### src/rtl/pa_dcache_dirty_pkg.sv
`default_nettype none
// +----------------------------------------------------------------------------+
// | pa_dcache_dirty_pkg                                                        |
// | Shared encodings and constants for the D-cache dirty-bit array controller. |
// | Rev 1.0                                                                    |
// +----------------------------------------------------------------------------+
package pa_dcache_dirty_pkg;

  localparam int WAYS       = 4;
  localparam int IDX_PORT_W = 10;

  // The SRAM write enables are active low.
  localparam logic [WAYS-1:0] WEN_NONE = 4'b1111;
  localparam logic [WAYS-1:0] WEN_ALL  = 4'b0000;

  typedef enum logic [2:0] {
    IDLE   = 3'd0,
    S_RD   = 3'd1,
    S_CHK  = 3'd2,
    S_VIC  = 3'd3,
    S_NXT  = 3'd4,
    S_DONE = 3'd5
  } sweep_state_t;

endpackage
`default_nettype wire

### src/rtl/pa_dcache_dirty_prio4.sv
`default_nettype none
// +----------------------------------------------------------------------------+
// | pa_dcache_dirty_prio4                                                      |
// | Lowest-set-bit one-hot picker used to select the next dirty victim way.    |
// | Rev 1.0                                                                    |
// +----------------------------------------------------------------------------+
module pa_dcache_dirty_prio4
  import pa_dcache_dirty_pkg::*;
(
  input  logic [WAYS-1:0] req,
  output logic [WAYS-1:0] gnt
);

  // Two's-complement trick: isolates the lowest set bit, zero when req is zero.
  assign gnt = req & (~req + WAYS'(1));

endmodule
`default_nettype wire

### src/rtl/pa_dcache_dirty_ctrl.sv
`default_nettype none
// +----------------------------------------------------------------------------+
// | pa_dcache_dirty_ctrl                                                       |
// | Dirty-bit SRAM port arbiter plus clean-all / invalidate-all sweep FSM.     |
// | Optional macro PA_DCACHE_SWEEP_ABORT_EN adds the sweep_abort input.        |
// | Rev 1.0                                                                    |
// +----------------------------------------------------------------------------+
module pa_dcache_dirty_ctrl
  import pa_dcache_dirty_pkg::*;
#(
  parameter int INDEX_W = 7
) (
  input  logic                  forever_cpuclk,
  input  logic                  cpurst,
  input  logic                  rf_req,
  input  logic [IDX_PORT_W-1:0] rf_idx,
  input  logic [WAYS-1:0]       rf_way,
  input  logic                  rf_dirty,
  output logic                  rf_gnt,
  input  logic                  st_req,
  input  logic [IDX_PORT_W-1:0] st_idx,
  input  logic [WAYS-1:0]       st_way,
  output logic                  st_gnt,
  input  logic                  rd_req,
  input  logic [IDX_PORT_W-1:0] rd_idx,
  output logic                  rd_gnt,
  output logic                  rd_vld,
  output logic [WAYS-1:0]       rd_dirty,
  input  logic                  sweep_start,
  input  logic                  sweep_inv,
`ifdef PA_DCACHE_SWEEP_ABORT_EN
  input  logic                  sweep_abort,
`endif
  output logic                  sweep_busy,
  output logic                  sweep_done,
  output logic                  vic_vld,
  output logic [IDX_PORT_W-1:0] vic_idx,
  output logic [WAYS-1:0]       vic_way,
  input  logic                  vic_rdy,
  output logic                  dirty_clk_en,
  output logic                  dirty_cen,
  output logic                  dirty_gwen,
  output logic [WAYS-1:0]       dirty_wen,
  output logic [WAYS-1:0]       dirty_din,
  output logic [IDX_PORT_W-1:0] dirty_idx,
  input  logic [WAYS-1:0]       dirty_q
);

  sweep_state_t       r_state;
  logic [INDEX_W-1:0] r_cnt;
  logic               r_inv;
  logic               r_abort_pend;
  logic [WAYS-1:0]    r_mask;
  logic               r_rd_vld;
  logic [WAYS-1:0]    r_rd_hold;

  logic               w_idle;
  logic               w_arb;
  logic               w_abort;
  logic [WAYS-1:0]    w_vic_way;
  logic [WAYS-1:0]    w_mask_left;
  logic [INDEX_W-1:0] w_sram_idx;
  logic               w_unused_idx;

`ifdef PA_DCACHE_SWEEP_ABORT_EN
  assign w_abort = sweep_abort;
`else
  assign w_abort = 1'b0;
`endif

  pa_dcache_dirty_prio4 u_prio (
    .req (r_mask),
    .gnt (w_vic_way)
  );

  // Gating on cpurst keeps every grant and SRAM strobe inactive for the whole reset.
  assign w_idle = (r_state == IDLE) && !cpurst;
  assign w_arb  = w_idle && !sweep_start;
  assign rf_gnt = w_arb && rf_req;
  assign st_gnt = w_arb && !rf_req && st_req;
  assign rd_gnt = w_arb && !rf_req && !st_req && rd_req;

  assign w_mask_left = r_mask & ~w_vic_way;

  assign sweep_busy = (r_state != IDLE);
  assign sweep_done = (r_state == S_DONE);
  assign vic_vld    = (r_state == S_VIC);
  assign vic_way    = vic_vld ? w_vic_way : '0;

  always_comb begin
    vic_idx = '0;
    if (vic_vld) vic_idx[INDEX_W-1:0] = r_cnt;
  end

  always_ff @(posedge forever_cpuclk or posedge cpurst) begin
    if (cpurst) begin
      r_state      <= IDLE;
      r_cnt        <= '0;
      r_inv        <= 1'b0;
      r_abort_pend <= 1'b0;
      r_mask       <= '0;
    end else begin
      case (r_state)
        IDLE: begin
          if (sweep_start) begin
            r_cnt        <= '0;
            r_inv        <= sweep_inv;
            r_abort_pend <= 1'b0;
            r_state      <= S_RD;
          end
        end
        S_RD: r_state <= S_CHK;
        S_CHK: begin
          if (r_inv) begin
            r_state <= S_NXT;
          end else begin
            r_mask <= dirty_q;
            if (dirty_q != '0) r_state <= S_VIC;
            else               r_state <= w_abort ? S_DONE : S_NXT;
          end
        end
        S_VIC: begin
          // An abort here only takes effect once this index has no victims left.
          if (w_abort) r_abort_pend <= 1'b1;
          if (vic_rdy) begin
            r_mask <= w_mask_left;
            if (w_mask_left == '0) r_state <= S_NXT;
          end
        end
        S_NXT: begin
          if (w_abort || r_abort_pend || (r_cnt == {INDEX_W{1'b1}})) begin
            r_state <= S_DONE;
          end else begin
            r_cnt   <= r_cnt + 1'b1;
            r_state <= S_RD;
          end
        end
        S_DONE:  r_state <= IDLE;
        default: r_state <= IDLE;
      endcase
    end
  end

  always_ff @(posedge forever_cpuclk or posedge cpurst) begin
    if (cpurst) begin
      r_rd_vld  <= 1'b0;
      r_rd_hold <= '0;
    end else begin
      r_rd_vld <= rd_gnt;
      if (r_rd_vld) r_rd_hold <= dirty_q;
    end
  end

  // SRAM Q is live only in the cycle after the read; the hold register covers later cycles.
  assign rd_vld   = r_rd_vld;
  assign rd_dirty = r_rd_vld ? dirty_q : r_rd_hold;

  always_comb begin
    dirty_cen  = 1'b1;
    dirty_gwen = 1'b1;
    dirty_wen  = WEN_NONE;
    dirty_din  = '0;
    w_sram_idx = '0;
    if (rf_gnt) begin
      dirty_cen  = 1'b0;
      dirty_gwen = 1'b0;
      dirty_wen  = ~rf_way;
      dirty_din  = {WAYS{rf_dirty}};
      w_sram_idx = rf_idx[INDEX_W-1:0];
    end else if (st_gnt) begin
      dirty_cen  = 1'b0;
      dirty_gwen = 1'b0;
      dirty_wen  = ~st_way;
      dirty_din  = {WAYS{1'b1}};
      w_sram_idx = st_idx[INDEX_W-1:0];
    end else if (rd_gnt) begin
      dirty_cen  = 1'b0;
      w_sram_idx = rd_idx[INDEX_W-1:0];
    end else if (!cpurst) begin
      case (r_state)
        S_RD: begin
          dirty_cen  = 1'b0;
          w_sram_idx = r_cnt;
        end
        S_CHK: begin
          if (r_inv) begin
            dirty_cen  = 1'b0;
            dirty_gwen = 1'b0;
            dirty_wen  = WEN_ALL;
            w_sram_idx = r_cnt;
          end
        end
        S_VIC: begin
          if (vic_rdy) begin
            dirty_cen  = 1'b0;
            dirty_gwen = 1'b0;
            dirty_wen  = ~w_vic_way;
            w_sram_idx = r_cnt;
          end
        end
        default: ;
      endcase
    end
  end

  always_comb begin
    dirty_idx = '0;
    dirty_idx[INDEX_W-1:0] = w_sram_idx;
  end

  assign dirty_clk_en = !dirty_cen || r_rd_vld;

  // Index bits above INDEX_W-1 are intentionally ignored.
  assign w_unused_idx = ^{rf_idx, st_idx, rd_idx};

endmodule
`default_nettype wire

### config.mk
export PLATFORM = sky130hd
export DESIGN_NAME = pa_dcache_dirty_ctrl
export DESIGN_NICKNAME = d
export VERILOG_FILES = /design/src/rtl/pa_dcache_dirty_pkg.sv /design/src/rtl/pa_dcache_dirty_prio4.sv /design/src/rtl/pa_dcache_dirty_ctrl.sv
export SDC_FILE = /design/constraint.sdc
export NUM_CORES = 1
export LEC_CHECK = 0
export ABC_AREA = 1
export CORE_MARGIN = 1
export CORE_UTILIZATION = 25
export CTS_CLUSTER_SIZE = 20
export DETAILED_ROUTE_END_ITERATION = 16
export HOLD_SLACK_MARGIN = 0.08
export PLACE_DENSITY = 0.53
export SLEW_MARGIN = 40
export SYNTH_ARGS = -nofsm -noshare
export SYNTH_HDL_FRONTEND = slang
export SYNTH_SLANG_ARGS = --single-unit
export TNS_END_PERCENT = 10
### constraint.sdc
create_clock -name forever_cpuclk -period 7.3 [get_ports forever_cpuclk]
set_input_delay 1.46 -clock forever_cpuclk [delete_from_list [all_inputs] [get_ports forever_cpuclk]]
set_output_delay 1.46 -clock forever_cpuclk [all_outputs]
set_load 0.05 [all_outputs]
==> results of run 1 <==
[cells in the mapped netlist, types with 2 or more instances]
cell type | n | area share
dfrtp_1 | 20 | 0.28
nand3_1 | 32 | 0.089
nor2_4 | 2 | 0.013
nor3_1 | 4 | 0.011
or2_0 | 4 | 0.014
nand3b_1 | 7 | 0.029
xor2_1 | 2 | 0.0098
nor2_2 | 4 | 0.014
a21oi_1 | 4 | 0.011
buf_2 | 2 | 0.0056
o22ai_1 | 2 | 0.0070
o211ai_1 | 2 | 0.0084
inv_1 | 42 | 0.088
nor2_1 | 27 | 0.057
buf_4 | 9 | 0.038
o21ai_0 | 14 | 0.039
nand2_1 | 96 | 0.20
nand4_1 | 7 | 0.024
[area by class of cell]
type                            count  area, um2
Tap cell                           96        120
Clock buffer                        3       41.3
Multi-Input combinational cell    220       1050
Sequential cell                    20        500
Inverter                           44        165
Timing Repair Buffer               82        818
Clock inverter                      1       30.0
Fill cell                         747       4140
[where the power goes]
part | total [uW] | internal, uW | switching, uW
clock | 112 | 73.2 | 38.9
sequential | 182 | 148 | 34.2
combinational | 568 | 174 | 393
total | 862 | 395 | 466
[cell families after synthesis]
| group | count (synthesis) | synth area share |
|---|---|---|
| xor+xnor | 2 | 0.00979 |
| other cells | 1 | 0.00209 |
| flops | 20 | 0.280 |
| fa+ha+maj | 1 | 0.00699 |
| simple gates | 188 | 0.489 |
| buf+inv | 57 | 0.144 |
| compound gates | 23 | 0.0685 |
[metrics by stage]
step           utilization  instance area, um2  hold slack [ps]  setup WS, ps  std cells
2_1_floorplan            -                1810              480          2350        297
3_3_place_gp         0.387                2660              460          2010        462
3_5_place_dp         0.387                2660              466          1990        462
4_1_cts              0.397                2730              487          1950        466
5_1_grt              0.397                2730              515          1820        466
6_report             0.397                2730              476          1990        466
[routing by layer]
layer	wire length (um)	vias to the layer above	part of all wire	global-route usage
met4	29	0	0.0055	0.0106
met2	2570	50	0.48	0.245
met5	0	-	0	0
met3	209	4	0.039	0.0276
li1	-	1071	-	-
met1	2510	905	0.47	0.195
[layout by cell type (no fill, tap or decap), types with 3 or more instances in the layout]
cell / count
nand2_1: 96
clkdlybuf4s50_1: 81
inv_1: 42
nand3_1: 32
nor2_1: 27
dfrtp_1: 20
o21ai_0: 14
nand4_1: 7
nand3b_1: 7
conb_1: 6
nor2_2: 4
or2_0: 4
nor3_1: 4
a21oi_1: 4
clkbuf_8: 3
[registers in the layout, summed over array words and instances, names as in the netlist]
signal / count
rd_vld: 1
r_mask: 4
r_inv: 1
r_rd_hold: 4
r_cnt: 7
r_state: 3
[worst min path at each step]
stage | startpoint | endpoint | depth (start not counted)
global placement | r_rd_hold[1]$_DFF_PP0_ | r_rd_hold[1]$_DFF_PP0_ | 2
global route | r_rd_hold[1]$_DFF_PP0_ | r_rd_hold[1]$_DFF_PP0_ | 2
CTS | r_rd_hold[1]$_DFF_PP0_ | r_rd_hold[1]$_DFF_PP0_ | 2
detailed placement | r_rd_hold[1]$_DFF_PP0_ | r_rd_hold[1]$_DFF_PP0_ | 2
finish | r_rd_hold[1]$_DFF_PP0_ | r_rd_hold[1]$_DFF_PP0_ | 2
floorplan | r_cnt[5]$_DFFE_PP0P_ | r_cnt[5]$_DFFE_PP0P_ | 2
[worst max-delay path, delay by kind of cell]
kind / cells / cell delay, ps
buffers and inverters: 2 / 1480
AND/OR/NAND/NOR: 5 / 910
==> results.py, run 1 <==
metrics = {
    "clock_tree": {
        "cts_max_path_buffers": 2,
        "cts_sinks": 20,
        "hold_buffers": 0,
        "cts_buffers": 3,
        "clk_pin_slew_ps": 80,
        "cts_root_buffer": "clkbuf_8",
        "post_cts_buffers": 0,
        "htreeDepth": 1,
        "cts_resized": 0,
        "cts_tree": "yes",
        "clk_latency_ps": 260,
    },
    "critical_path": {
        "worstSetupStartpoint": "st_req",
        "r2r-end": "r_state[0]$_DFFE_PP0P_",
        "cp_common_cell": "nand2_1",
        "crit_end": "dirty_idx[1]",
        "critical-path-slowest-cell": "clkdlybuf4s50_1",
        "regToRegSetupSlack_ps": 5450,
        "reg2reg_from": "r_state[0]$_DFFE_PP0P_",
        "slowest_delay_ps": 790,
        "worst-setup-path-type": "input port to primary output",
        "critPathArrivalTime_ps": 3850,
        "endpoint_kind": "primary output",
        "r2r_cells": 8,
        "path_max_fanout": 14,
        "cp-start-kind": "input port",
        "path_cells": "clkdlybuf4s50_1 > nor2_2 > nand2_2 > nand2_1 > nand2_1 > nand2_1 > clkdlybuf4s50_1",
        "worst_ep_required_time_ps": 5840,
    },
    "floorplanning": {
        "io_pins": 97,
        "rows": 30,
        "die_w_um": 86.6,
        "dieHeight_um": 86.6,
        "die_area_mm2": 0.00750,
        "core_mm2": 0.00687,
        "start_util": 0.261,
    },
    "logic_synthesis": {
        "syn_area_mm2": 0.00179,
        "seq_area_frac_synth": 0.280,
        "async_flop_share": 1.00,
        "synth_edf_count": 0,
        "ys_ff_latch": 20,
        "synth_cell_types": 30,
        "yosys_most_used_dff": "dfrtp_1",
        "syn_area_per_cell_um2": 6.13,
        "synth_cells": 292,
        "ys.warnings.count": 0,
    },
    "drt": {
        "ant_nets": 0,
        "vias_per_cell": 4.36,
        "drtIter0Drc": 83,
        "drc": 0,
        "first_pass_iters": 4,
        "routedWlPerCell_um": 11.4,
        "drt_wl_total_um": 5320,
        "vias": 2030,
    },
    "global_route": {
        "overflow": 0,
        "grt_max_degree": 27,
        "antenna_found_initial": 0,
        "grt_first_pass_wirelength_um": 8750,
        "grt_util_all_layers": 0.143,
        "grt_pass1_vias": 1901,
    },
    "pwr": {
        "ir_worst_vdd_mv": 0.0756,
        "power.total_uw": 862,
        "leakage_uw": 0.00125,
        "p_per_area_mw_per_mm2": 316,
    },
    "timing": {
        "rsz0062_at_grt": "no",
        "finClkSkew_ps": 4.72,
        "finalCriticalPeriod_ps": 5310,
        "max_slew_margin": 0.643,
        "drv_slew": 0,
        "hold_viol": 0,
        "fmax_mhz": 188,
        "tightest_slew_ps": 534,
        "finalCritPeriodShare": 0.728,
        "finalSetupViolations": 0,
        "fin_setup_tns_ps": 0,
    },
    "final_layout": {
        "nNetsFinal": 423,
        "n_antenna_cell": 0,
        "area_delta_synth_final_pct": 52.3,
        "drive_gt1_frac": 0.0432,
    },
    "placed_design": {
        "dp_hpwl_um": 4270,
        "gp_congestion": 0.793,
        "port_buffers": 81,
    },
    "run_status": {
        "status": "finished clean",
    },
    "min_path": {
        "min_path_type": "flop to flop",
    },
    "job": {
        "cap_violations": 0,
    },
}
(Power assumes the default switching activity.)
==> inputs of run 2 (changes only) <==
--- a/config.mk
+++ b/config.mk
@@ -11,7 +11,7 @@
 export CTS_CLUSTER_SIZE = 20
 export DETAILED_ROUTE_END_ITERATION = 16
 export HOLD_SLACK_MARGIN = 0.08
-export PLACE_DENSITY = 0.53
+export PLACE_DENSITY = 0.55
 export SLEW_MARGIN = 40
 export SYNTH_ARGS = -nofsm -noshare
 export SYNTH_HDL_FRONTEND = slang
==> constraint.sdc (replaced) <==
create_clock -name forever_cpuclk -period 4.8 [get_ports forever_cpuclk]
set_input_delay 0.96 -clock forever_cpuclk [delete_from_list [all_inputs] [get_ports forever_cpuclk]]
set_output_delay 0.96 -clock forever_cpuclk [all_outputs]
set_load 0.05 [all_outputs]
==> run 2 against run 1 <==
Net effect:
- first-iteration DRC count shrank 45%
- wire length is 1.2% higher
- clock skew barely moved
- sequential cell count stayed put
- core utilization increased by 0.24 points
- critical endpoint is now dirty_din[0]
- sequential share of layout area fell by 0.11 points
==> results.py, run 2 (synthesized netlist as in run 1, its figures left out) <==
metrics = {
    "run_status": {
        "status": "finished clean",
    },
    "pwr": {
        "p_per_area_mw_per_mm2": 480,
        "ir_worst_vdd_mv": 0.136,
        "leakage_uw": 0.00130,
    },
    "floorplanning": {
        "die_w_um": 86.6,
        "dieHeight_um": 86.6,
        "start_util": 0.261,
        "die_area_mm2": 0.00750,
        "core_mm2": 0.00687,
        "io_pins": 97,
        "rows": 30,
    },
    "timing": {
        "finClkSkew_ps": 4.59,
        "finalCriticalPeriod_ps": 3990,
        "rsz0062_at_grt": "no",
        "tightest_slew_ps": 556,
        "drv_slew": 0,
        "max_slew_margin": 0.628,
        "finalCritPeriodShare": 0.831,
        "finalSetupViolations": 0,
        "fmax_mhz": 251,
        "hold_viol": 0,
        "fin_setup_tns_ps": 0,
    },
    "final_layout": {
        "final_common_cell": "nand2_1",
        "regMostFlops": "r_cnt",
        "drive_gt1_frac": 0.0863,
        "top_regs": "r_cnt (7), r_mask (4), r_rd_hold (4)",
        "area_delta_synth_final_pct": 53.2,
        "largest_reg_flops": 7,
        "nNetsFinal": 424,
        "n_antenna_cell": 0,
        "utilization": 0.399,
        "final_cell_mix": "nand2_1 (96), clkdlybuf4s50_1 (66), inv_1 (42)",
    },
    "global_route": {
        "overflow": 0,
        "antenna_found_initial": 0,
        "grt_max_degree": 27,
        "grt_util_all_layers": 0.146,
        "grt_pass1_vias": 1940,
        "grt_first_pass_wirelength_um": 8790,
    },
    "critical_path": {
        "path_max_fanout": 19,
        "regToRegSetupSlack_ps": 2870,
        "worst_ep_required_time_ps": 3840,
        "critPathArrivalTime_ps": 3030,
        "endpoint_kind": "primary output",
        "cp-start-kind": "input port",
        "worst-setup-path-type": "input port to primary output",
    },
    "drt": {
        "vias_per_cell": 4.33,
        "first_pass_iters": 4,
        "ant_nets": 0,
        "drt_wl_total_um": 5380,
        "drtIter0Drc": 46,
        "drc": 0,
        "routedWlPerCell_um": 11.5,
        "vias": 2023,
    },
    "placed_design": {
        "dp_hpwl_um": 4290,
        "gp_congestion": 0.787,
        "port_buffers": 81,
    },
    "job": {
        "cap_violations": 0,
    },
    "clock_tree": {
        "cts_sinks": 20,
        "hold_buffers": 0,
        "cts_max_path_buffers": 2,
        "clk_pin_slew_ps": 70,
        "cts_tree": "yes",
        "post_cts_buffers": 0,
        "htreeDepth": 1,
        "cts_resized": 0,
        "cts_buffers": 3,
        "clk_latency_ps": 260,
        "cts_root_buffer": "clkbuf_8",
    },
    "min_path": {
        "min_path_type": "flop to flop",
    },
}
==> run 2: path summary, 6_finish.rpt <==
kind                                             start                endpoint  cells past startpoint
max in group asynchronous                       cpurst  r_state[0]$_DFFE_PP0P_                      3
worst min-delay path            r_rd_hold[1]$_DFF_PP0_  r_rd_hold[1]$_DFF_PP0_                      2
worst min register to register  r_rd_hold[1]$_DFF_PP0_  r_rd_hold[1]$_DFF_PP0_                      2
worst max register to register  r_state[0]$_DFFE_PP0P_  r_state[0]$_DFFE_PP0P_                      8
worst max-delay path                            cpurst            dirty_din[0]                      7
min in group asynchronous                       cpurst  r_state[1]$_DFFE_PP0P_                      3
==> run 2: per-stage QoR <==
step / setup slack (ps) / hold slack, ps / area (um2) / power (uW) / cells
2_1_floorplan: 851 / 480 / 1810 / 886 / 297
3_3_place_gp: 826 / 457 / 2690 / 1190 / 463
3_5_place_dp: 804 / 467 / 2690 / 1190 / 463
4_1_cts: 794 / 486 / 2740 / 1330 / 467
5_1_grt: 667 / 513 / 2740 / 1420 / 467
6_report: 813 / 478 / 2740 / 1320 / 467
==> run 2: critical path, stage by stage <==
cell	delay (ps)
clkdlybuf4s50_1	450
clkinv_1	110
nand4_4	160
nor2_8	270
nand2_1	110
nand2_1	140
clkdlybuf4s50_1	820
==> run 2: cell type report <==
| cell class | instances | area (um2) |
|---|---|---|
| repair buffers | 83 | 851 |
| fillers | 753 | 4130 |
| multi-input cells | 220 | 1050 |
| flip-flops and latches | 20 | 500 |
| well taps | 96 | 120 |
| inverters | 44 | 165 |
| clock buffers | 4 | 55.1 |
==> run 2: layer usage <==
| metal | global-route usage | wire (um) |
|---|---|---|
| met1 | 0.188 | 2630 |
| met2 | 0.255 | 2500 |
| met3 | 0.0276 | 208 |
| met4 | 0.0258 | 39 |
| met5 | 0 | 0 |
==> run 2: power by group <==
group | internal (uW) | switching [uW] | total (uW)
clock network | 73.1 | 58.9 | 132
registers | 225 | 52.6 | 277
logic | 302 | 607 | 909
total | 600 | 718 | 1320
